===== src/rtl/arith_pipe.sv =====
// Three-stage valid/ready pipeline computing ((a + b) - c) * d with a sticky per-result overflow flag.
// Define ARITH_PIPE_SAT_EN for saturating arithmetic; the default build wraps modulo 2^WIDTH.
module arith_pipe #(
  parameter int unsigned WIDTH = 10
) (
  input  logic             clk,
  input  logic             rst_n,
  input  logic             flush,
  input  logic             in_valid,
  output logic             in_ready,
  input  logic [WIDTH-1:0] a,
  input  logic [WIDTH-1:0] b,
  input  logic [WIDTH-1:0] c,
  input  logic [WIDTH-1:0] d,
  output logic             out_valid,
  input  logic             out_ready,
  output logic [WIDTH-1:0] out_f,
  output logic             out_ovf
);

  logic             v1_q, v2_q, v3_q;
  logic             o1_q, o2_q, o3_q;
  logic [WIDTH-1:0] s1_q, c1_q, d1_q;
  logic [WIDTH-1:0] s2_q, d2_q;
  logic [WIDTH-1:0] f3_q;

  logic               adv1, adv2, adv3;
  logic [WIDTH:0]     sum;
  logic [2*WIDTH-1:0] prod;
  logic               ovf1, unf2, ovf3;
  logic [WIDTH-1:0]   s1_d, s2_d, f3_d;

  // Each stage moves when it is empty or its successor moves, so bubbles collapse.
  always_comb begin
    adv3     = !v3_q || out_ready;
    adv2     = !v2_q || adv3;
    adv1     = !v1_q || adv2;
    in_ready = adv1;
  end

  always_comb begin
    sum  = {1'b0, a} + {1'b0, b};
    ovf1 = sum[WIDTH];
    s1_d = sum[WIDTH-1:0];
    unf2 = c1_q > s1_q;
    s2_d = s1_q - c1_q;
    prod = {{WIDTH{1'b0}}, s2_q} * {{WIDTH{1'b0}}, d2_q};
    ovf3 = |prod[2*WIDTH-1:WIDTH];
    f3_d = prod[WIDTH-1:0];
`ifdef ARITH_PIPE_SAT_EN
    if (ovf1) s1_d = '1;
    if (unf2) s2_d = '0;
    if (ovf3) f3_d = '1;
`endif
  end

  always_ff @(posedge clk or negedge rst_n) begin
    if (!rst_n) begin
      v1_q <= 1'b0;
      v2_q <= 1'b0;
      v3_q <= 1'b0;
      o1_q <= 1'b0;
      o2_q <= 1'b0;
      o3_q <= 1'b0;
      s1_q <= '0;
      c1_q <= '0;
      d1_q <= '0;
      s2_q <= '0;
      d2_q <= '0;
      f3_q <= '0;
    end else if (flush) begin
      // Data registers keep stale contents; only the valids matter.
      v1_q <= 1'b0;
      v2_q <= 1'b0;
      v3_q <= 1'b0;
    end else begin
      if (adv1) begin
        v1_q <= in_valid;
        if (in_valid) begin
          s1_q <= s1_d;
          c1_q <= c;
          d1_q <= d;
          o1_q <= ovf1;
        end
      end
      if (adv2) begin
        v2_q <= v1_q;
        if (v1_q) begin
          s2_q <= s2_d;
          d2_q <= d1_q;
          o2_q <= o1_q | unf2;
        end
      end
      if (adv3) begin
        v3_q <= v2_q;
        if (v2_q) begin
          f3_q <= f3_d;
          o3_q <= o2_q | ovf3;
        end
      end
    end
  end

  assign out_valid = v3_q;
  assign out_f     = f3_q;
  assign out_ovf   = o3_q;

endmodule


===== config.mk =====
export PLATFORM = sky130hd
export DESIGN_NAME = arith_pipe
export DESIGN_NICKNAME = d
export VERILOG_FILES = /design/src/rtl/arith_pipe.sv
export SDC_FILE = /design/constraint.sdc
export NUM_CORES = 1
export LEC_CHECK = 0
export CORE_MARGIN = 4
export CORE_UTILIZATION = 40
export DETAILED_ROUTE_END_ITERATION = 8
export GPL_TIMING_DRIVEN = 1
export PLACE_DENSITY_LB_ADDON = 0.2
export SLEW_MARGIN = 20
export SYNTH_ARGS = -nofsm -noshare
export SYNTH_HDL_FRONTEND = slang
export SYNTH_SLANG_ARGS = --single-unit
export TNS_END_PERCENT = 10

===== constraint.sdc =====
create_clock -name clk -period 6.47 [get_ports clk]
set_clock_uncertainty 0.1 [all_clocks]
set_input_delay 0.9705 -clock clk [delete_from_list [all_inputs] [get_ports clk]]
set_output_delay 0.9705 -clock clk [all_outputs]
set_load 0.05 [all_outputs]

==> results.json, run 1 <==
{
  "dieHeight_um": 137.0,
  "ys_ff_latch": 66,
  "ys.flop_type": "dfrtp_1",
  "area_delta_synth_final_pct": 15.71,
  "reg2reg_from": "s2_q[5]",
  "grt_max_degree": 49,
  "fin_setup_tns_ns": 0,
  "placedInstanceArea_mm2": 0.007397,
  "synth_edf_count": 0,
  "ant_nets": 0,
  "synth_cells": 692,
  "rows": 46,
  "wl_per_cell_um": 14.95,
  "grt_pass1_vias": 4897,
  "slew_viol_final": 0,
  "period_minus_slack_ns": 5.490,
  "cts_hold_buf": 0,
  "final_common_cell": "nand2_1",
  "multiInputGateArea_mm2": 0.004591,
  "most-common-layout-cells": "109 x nand2_1, 79 x inv_1, 75 x ha_1, 66 x dfrtp_1, 64 x fa_1",
  "final_cell_area_mm2": 0.007705,
  "synth_warnings": 0,
  "die_area_mm2": 0.01878,
  "cts_max_path_buffers": 2,
  "wl_met3_um": 539,
  "r2r-end": "out_ovf",
  "wl_met2_mm": 6.629,
  "maxUsedRoutingLayer": "met4",
  "fillers": 1555,
  "synth_area_per_cell_um2": 9.623,
  "clk_latency_ns": 0.35,
  "seq_area_frac_synth_pct": 24.80,
  "cp.arrival_ns": 5.61,
  "seq_area_mm2": 0.001652,
  "grt_remaining_overflow": 0,
  "grt_pass1_wl_mm": 24.32,
  "worstMarginPinSlew_ns": 0.9363,
  "hold_violations": 0,
  "reg2reg_depth": 14,
  "critPathCapture": "out_ovf",
  "cts.sinks": 66,
  "rsz0062_at_grt": "no",
  "pre_cts_ws_ns": 0.9842,
  "io_buffers": 57,
  "crit_path_start": "s2_q[5]",
  "maxCapViolCount": 0,
  "cts_resized": 0,
  "reg2reg_setup_slack_ns": 0.98,
  "fin_util_pct": 47.81,
  "fmax_mhz": 182.1,
  "htreeDepth": 3,
  "ys_async_sr_fraction_pct": 100.0,
  "layout_setup_ws_ns": 0.9795,
  "crit_type": "flop to flop",
  "cts_made_buffers": 9,
  "clock_tree.root_cell": "clkbuf_16",
  "antenna_found_initial": 0,
  "die_w_um": 137.0,
  "syn-num-nets": 876,
  "cts_tree": "built",
  "cp-start-kind": "flop",
  "cp_max_fo": 11,
  "min_path_type": "flop to flop",
  "antenna_cells": 0,
  "place_congestion": 0.8487,
  "routed_wl_mm": 14.25,
  "io_pins": 58,
  "status": "completed",
  "setup_viol": 0,
  "hpwlAfterDp_mm": 11.47,
  "drive_gt1_share_pct": 8.277,
  "initial_core_util_pct": 41.32,
  "synth_cell_types": 55,
  "drtIter0Drc": 133,
  "finalCritPeriodShare_pct": 84.86,
  "met1Wirelength_mm": 6.974,
  "synth_area_mm2": 0.006659,
  "viasPerCell": 5.059,
  "path_clk_slew_ns": 0.06,
  "track_usage_pct": 16.34,
  "layout.nets": 916,
  "post-route-drc-count": 0,
  "dr.pass1.iters": 4,
  "cts_setup_buffers": 0,
  "num_vias": 4821,
  "critical_path_required_ns": 6.59,
  "core_mm2": 0.01612,
  "max_slew_margin_pct": 37.44,
  "endpoint_kind": "flop"
}
## final cells by class
cell class / count / share of cell area [%]
Multi-Input combinational cell: 516 / 59.58
Sequential cell: 66 / 21.44
Timing Repair Buffer: 60 / 7.632
Inverter: 79 / 3.849
Tap cell: 216 / 3.508
Clock buffer: 9 / 2.923
Clock inverter: 7 / 1.072
## sequential cells by signal, indices dropped and copies added, names as in the netlist
signal     flops
v1_q           1
out_valid      1
out_f         10
o1_q           1
d1_q          10
s1_q          10
d2_q          10
s2_q          10
o2_q           1
out_ovf        1
c1_q          10
v2_q           1
## synth_stat cells, types with 3 or more instances
library cell | instances | area [um^2]
buf_2 | 3 | 15.01
inv_1 | 79 | 296.5
a31oi_1 | 4 | 25.02
nor2_1 | 23 | 86.33
mux2i_1 | 5 | 50.05
a21boi_1 | 3 | 22.52
a21boi_0 | 3 | 22.52
a21oi_1 | 14 | 70.07
dfrtp_1 | 66 | 1652
o31ai_1 | 8 | 60.06
fa_1 | 64 | 1281
nor3b_1 | 9 | 67.56
xor2_1 | 7 | 61.31
a21o_1 | 9 | 67.56
ha_1 | 75 | 938.4
xnor2_1 | 8 | 70.07
nor2b_1 | 4 | 25.02
clkbuf_1 | 26 | 97.59
o21ai_1 | 5 | 25.02
mux2_2 | 32 | 360.4
a311oi_1 | 3 | 26.28
or4_1 | 4 | 30.03
nor3_1 | 7 | 35.03
and3_1 | 3 | 18.77
and2_1 | 35 | 219.0
a211oi_1 | 6 | 45.04
nor4b_1 | 5 | 43.79
o21ai_0 | 25 | 125.1
nand3_1 | 6 | 30.03
o21a_1 | 7 | 52.55
nand2_1 | 109 | 409.1
nand2b_1 | 7 | 43.79
## per-stage QoR
stage,instances,hold slack (ns)
floorplan,692,0.3551
global placement,937,0.3592
detailed placement,937,0.3640
CTS,953,0.3795
global route,953,0.4018
finish,953,0.3727
## layer usage
| metal | track usage, % | vias up |
|---|---|---|
| met5 | 0 | - |
| met4 | 3.492 | 0 |
| met3 | 3.640 | 9 |
| met2 | 26.05 | 72 |
| met1 | 22.88 | 2346 |
| li1 | - | 2394 |
## worst min-delay path by stage
stage | startpoint | endpoint | cells after the start
floorplan | s1_q[4] | s1_q[4] | 2
global placement | out_f[3] | out_f[3] | 2
detailed placement | out_f[3] | out_f[3] | 2
CTS | out_f[3] | out_f[3] | 2
global route | out_f[0] | out_f[0] | 2
finish | out_f[3] | out_f[3] | 2
## logic make-up (layout without fill, tap and decap cells)
logic type	Yosys count	in the layout	share of synthesized area, %
and+or+nand+nor	220	220	16.23
xor gates and xnor gates	15	15	1.973
AOI/OAI and AO/OA	105	105	11.24
buffers and inverters	110	155	6.257
adders and majority gates	139	139	33.33
DFF	66	66	24.80
muxes	37	37	6.163
## critical path, cell delays in order (launching register included)
cell and delay, ns:
dfrtp_1 0.56, nand2_1 0.14, fa_1 0.51, fa_1 0.56, fa_1 0.45, fa_1 0.55, inv_1 0.06, fa_1 0.47
ha_1 0.39, a2111oi_4 0.33, a2bb2oi_2 0.16, a2111oi_1 0.46, o211ai_1 0.15, a2111oi_2 0.36, a31oi_1 0.12
Power of run 1 is left out: the tool's default activity adds up to more than one toggle a clock period on the data nets, which glitch-free logic cannot reach.
==> inputs of run 2 (changes only) <==
Clock period 6.47 ns to 5.21 ns, I/O delays scaled along.
==> results.json, run 2 (synthesis gave the netlist of run 1 again) <==
{
  "critPathCapture": "out_ovf",
  "viasPerCell": 5.020,
  "cp.arrival_ns": 5.18,
  "dr.pass1.iters": 4,
  "reg2reg_setup_slack_ns": 0.14,
  "max_slew_margin_pct": 37.29,
  "crit_type": "flop to flop",
  "r2r-end": "out_ovf",
  "grt_remaining_overflow": 0,
  "clock_tree.root_cell": "clkbuf_16",
  "clk_latency_ns": 0.33,
  "cts_tree": "built",
  "setup_viol": 0,
  "drtIter0Drc": 165,
  "htreeDepth": 3,
  "hpwlAfterDp_mm": 11.75,
  "path_clk_slew_ns": 0.06,
  "min_path_type": "flop to flop",
  "grt_pass1_wl_mm": 24.03,
  "endpoint_kind": "flop",
  "die_area_mm2": 0.01878,
  "slowest_delay_ns": 0.55,
  "cp.depth": 16,
  "crit_buf_inv": 2,
  "hold_start": "out_f[3]",
  "cts.sinks": 66,
  "final_common_cell": "nand2_1",
  "cts_hold_buf": 0,
  "ant_nets": 0,
  "dp.cells": 964,
  "reg2reg_depth": 16,
  "core_mm2": 0.01612,
  "cpMostUsedCell": "fa_1",
  "critPathTopFamily": "adder cells",
  "antenna_cells": 0,
  "cp_max_fo": 5,
  "num_vias": 4960,
  "fmax_mhz": 197.2,
  "maxCapViolCount": 0,
  "reg2reg_from": "d2_q[3]",
  "status": "completed",
  "routed_wl_mm": 14.44,
  "most-common-layout-cells": "109 x nand2_1, 79 x inv_1, 68 x ha_1, 64 x fa_1",
  "cp-start-kind": "flop",
  "io_buffers": 57,
  "crit_path_start": "d2_q[3]",
  "final_cells": 988,
  "worstMarginPinSlew_ns": 0.9387,
  "io_pins": 58,
  "initial_core_util_pct": 41.32,
  "drive_gt1_share_pct": 15.03,
  "antenna_found_initial": 0,
  "hold_violations": 0,
  "crit_chain": "buf_4 > nand2_1 > fa_1 > fa_1 > fa_1 > fa_1 > inv_1 > fa_1 > ha_1 > a211oi_2 > nor2_2 > o41ai_2 > a21boi_2 > xnor2_1 > a2111oi_2 > a31oi_1",
  "post-route-drc-count": 0,
  "grt_pass1_vias": 5036,
  "area_delta_synth_final_pct": 20.91,
  "grt_max_degree": 39,
  "critical_path.slowest_cell": "fa_1",
  "cts_max_path_buffers": 2,
  "layout_setup_ws_ns": 0.1390,
  "layout.nets": 951,
  "wl_per_cell_um": 14.61,
  "place_congestion": 0.8065,
  "dieHeight_um": 137.0,
  "cts_made_buffers": 9,
  "die_w_um": 137.0,
  "finalCritPeriodShare_pct": 97.33,
  "period_minus_slack_ns": 5.071,
  "rows": 46,
  "slew_viol_final": 0,
  "track_usage_pct": 16.09,
  "pre_cts_ws_ns": -0.04428,
  "critical_path_required_ns": 5.32
}
run 2: worst min path at each step:
stage	end	slack [ns]	cells past startpoint
floorplan	s1_q[4]	0.36	2
global placement	out_f[0]	0.36	2
detailed placement	out_f[3]	0.36	2
CTS	out_f[3]	0.38	2
global route	out_f[3]	0.38	2
finish	out_f[3]	0.37	2
run 2: layout make-up:
cell class,instances,area [um^2]
multi-input cells,516,4691
clock inverters,5,38.79
flip-flops and latches,66,1664
well taps,216,270.3
repair buffers,95,858.3
inverters,79,296.5
clock buffers,11,232.7
fillers,1534,8064
run 2: repair_timing:
action,in CTS,in global routing
endpoints found under the setup margin,1,1
gates cloned,0,0
gates resized for setup,4,24
setup buffers,0,8
pin swaps,0,5
run 2: per-stage QoR:
stage	TNS (ns)	instance area, um^2	hold slack, ns	util [%]
after floorplan	0	6660	0.3551	-
after global placement	0	7600	0.3561	47.16
after detailed placement	-0.04428	7600	0.3636	47.16
after CTS	0	7879	0.3784	48.89
after global routing	-0.05274	8051	0.3829	49.96
final	0	8051	0.3714	49.96
run 2: metal layers:
layer  track usage [%]  part of all wire (%)  wire [um]
met5                 0                     0          0
met4             4.102                   1.2        173
met3             2.316                   3.1        441
met2             28.50                    51       7352
met1             20.59                    45       6469
run 2: worst reg2reg max path, stage by stage, from the launching register on:
cell,delay (ns)
dfrtp_1,0.41
buf_4,0.17
nand2_1,0.08
fa_1,0.44
fa_1,0.55
fa_1,0.45
fa_1,0.54
inv_1,0.05
fa_1,0.47
ha_1,0.24
a211oi_2,0.25
nor2_2,0.09
o41ai_2,0.34
a21boi_2,0.24
xnor2_1,0.09
a2111oi_2,0.33
a31oi_1,0.12
Power of run 2 is left out for the same reason.
==> inputs of run 3 (changes only) <==
Settings changed: CORE_UTILIZATION 40 to 60.
==> results.json, run 3 (synthesis gave the netlist of run 1 again) <==
{
  "slowest_delay_ns": 0.56,
  "viasPerCell": 5.650,
  "grt_pass1_wl_mm": 24.44,
  "htreeDepth": 3,
  "status": "completed",
  "finalCritPeriodShare_pct": 98.29,
  "initial_core_util_pct": 61.43,
  "clock_tree.root_cell": "clkbuf_8",
  "post-route-drc-count": 0,
  "hold_violations": 0,
  "routed_wl_mm": 14.92,
  "hpwlAfterDp_mm": 11.30,
  "whs_ns": 0.3557,
  "cpMostUsedCell": "fa_1",
  "rows": 38,
  "crit_chain": "buf_4 > nand2_1 > fa_1 > fa_1 > fa_1 > fa_1 > inv_2 > fa_1 > ha_4 > a2111oi_4 > a2bb2oi_2 > buf_6 > a311oi_2 > xnor2_1 > a2111oi_4 > a31oi_1",
  "cts_made_buffers": 9,
  "die_w_um": 113.3,
  "maxCapViolCount": 0,
  "crit_type": "flop to flop",
  "drtIter0Drc": 287,
  "io_pins": 58,
  "grt_pass1_vias": 5371,
  "fin_setup_tns_ns": 0,
  "period_minus_slack_ns": 5.121,
  "most-common-layout-cells": "107 x nand2_1, 77 x inv_1, 66 x ha_1, 61 x dfrtp_1, 60 x fa_1",
  "fmax_mhz": 195.3,
  "clk_latency_ns": 0.36,
  "pre_cts_ws_ns": -0.05186,
  "ant_nets": 0,
  "cp_max_fo": 6,
  "max_slew_margin_pct": 26.75,
  "cts_hold_buf": 0,
  "dr.pass1.iters": 5,
  "cts_max_path_buffers": 2,
  "wl_per_cell_um": 16.27,
  "final_common_cell": "nand2_1",
  "critical_path_required_ns": 5.35,
  "layout_setup_ws_ns": 0.08896,
  "dieHeight_um": 113.3,
  "setup_viol": 0,
  "path_clk_slew_ns": 0.09,
  "cp-start-kind": "flop",
  "track_usage_pct": 23.72,
  "critical_path.slowest_cell": "fa_1",
  "cp.arrival_ns": 5.26,
  "area_delta_synth_final_pct": 20.57,
  "cts.sinks": 66,
  "drive_gt1_share_pct": 16.73,
  "grt_remaining_overflow": 0,
  "cts_tree": "built",
  "slew_viol_final": 0,
  "place_congestion": 0.9078,
  "min_path_type": "primary input to async pin",
  "endpoint_kind": "flop",
  "io_buffers": 57,
  "antenna_cells": 0,
  "antenna_found_initial": 0,
  "worstMarginPinSlew_ns": 1.096,
  "die_area_mm2": 0.01285,
  "num_vias": 5181,
  "layout.nets": 956,
  "core_mm2": 0.01084,
  "grt_max_degree": 49
}
## run 3: cell types whose count changed in the layout (fill, tap and decap cells not counted), moves of 4 or more
cell,change
clkbuf_8,+9
clkbuf_16,-9
dfrtp_1,+5
fa_2,+4
buf_6,+5
dfrtp_2,-5
fa_1,-4
## run 3: final timing paths
path	startpoint	to	slack, ns	depth (start not counted)
min in group clk	out_f[0]	out_f[0]	0.39	2
worst max register to register	d2_q[3]	out_ovf	0.09	16
worst min register to register	out_f[0]	out_f[0]	0.39	2
worst max-delay path	d2_q[3]	out_ovf	0.09	16
max in group asynchronous	rst_n	d2_q[1]	3.68	2
worst min-delay path	rst_n	out_f[7]	0.36	1
## run 3: layout make-up
type	count	area [um^2]
Clock buffer	9	123.9
Clock inverter	7	101.3
Fill cell	786	2811
Inverter	79	296.5
Sequential cell	66	1658
Multi-Input combinational cell	516	4760
Tap cell	140	175.2
Timing Repair Buffer	100	914.6
## run 3: layer usage
layer | track usage, % | vias to the layer above | routed length [um]
met5 | 0 | - | 0
met4 | 8.894 | 0 | 389
met3 | 2.941 | 32 | 564
met2 | 41.15 | 142 | 7467
met1 | 30.47 | 2544 | 6501
li1 | - | 2463 | -
## run 3: metrics by stage
step / area, um^2 / std cells / util, %
2_1_floorplan: 6660 / 692 / -
3_3_place_gp: 7475 / 884 / 68.95
3_5_place_dp: 7475 / 884 / 68.95
4_1_cts: 7727 / 903 / 71.28
5_1_grt: 8029 / 917 / 74.07
6_report: 8029 / 917 / 74.07
## run 3: timing repair
action / CTS / global route
setup endpoints to repair: 1 / 1
endpoints found under the hold margin: 0 / 0
pin swaps: 0 / 31
setup buffers: 3 / 14
resized for setup: 2 / 43
## run 3: critical path: cells and delay by family, from the launching register on
family	cells	cell delay, ns
xor+xnor	1	0.17
simple gates	1	0.06
fa+ha+maj	6	2.73
flops	1	0.39
buf+inv	3	0.34
compound gates	5	1.20
Power of run 3 is left out for the same reason.
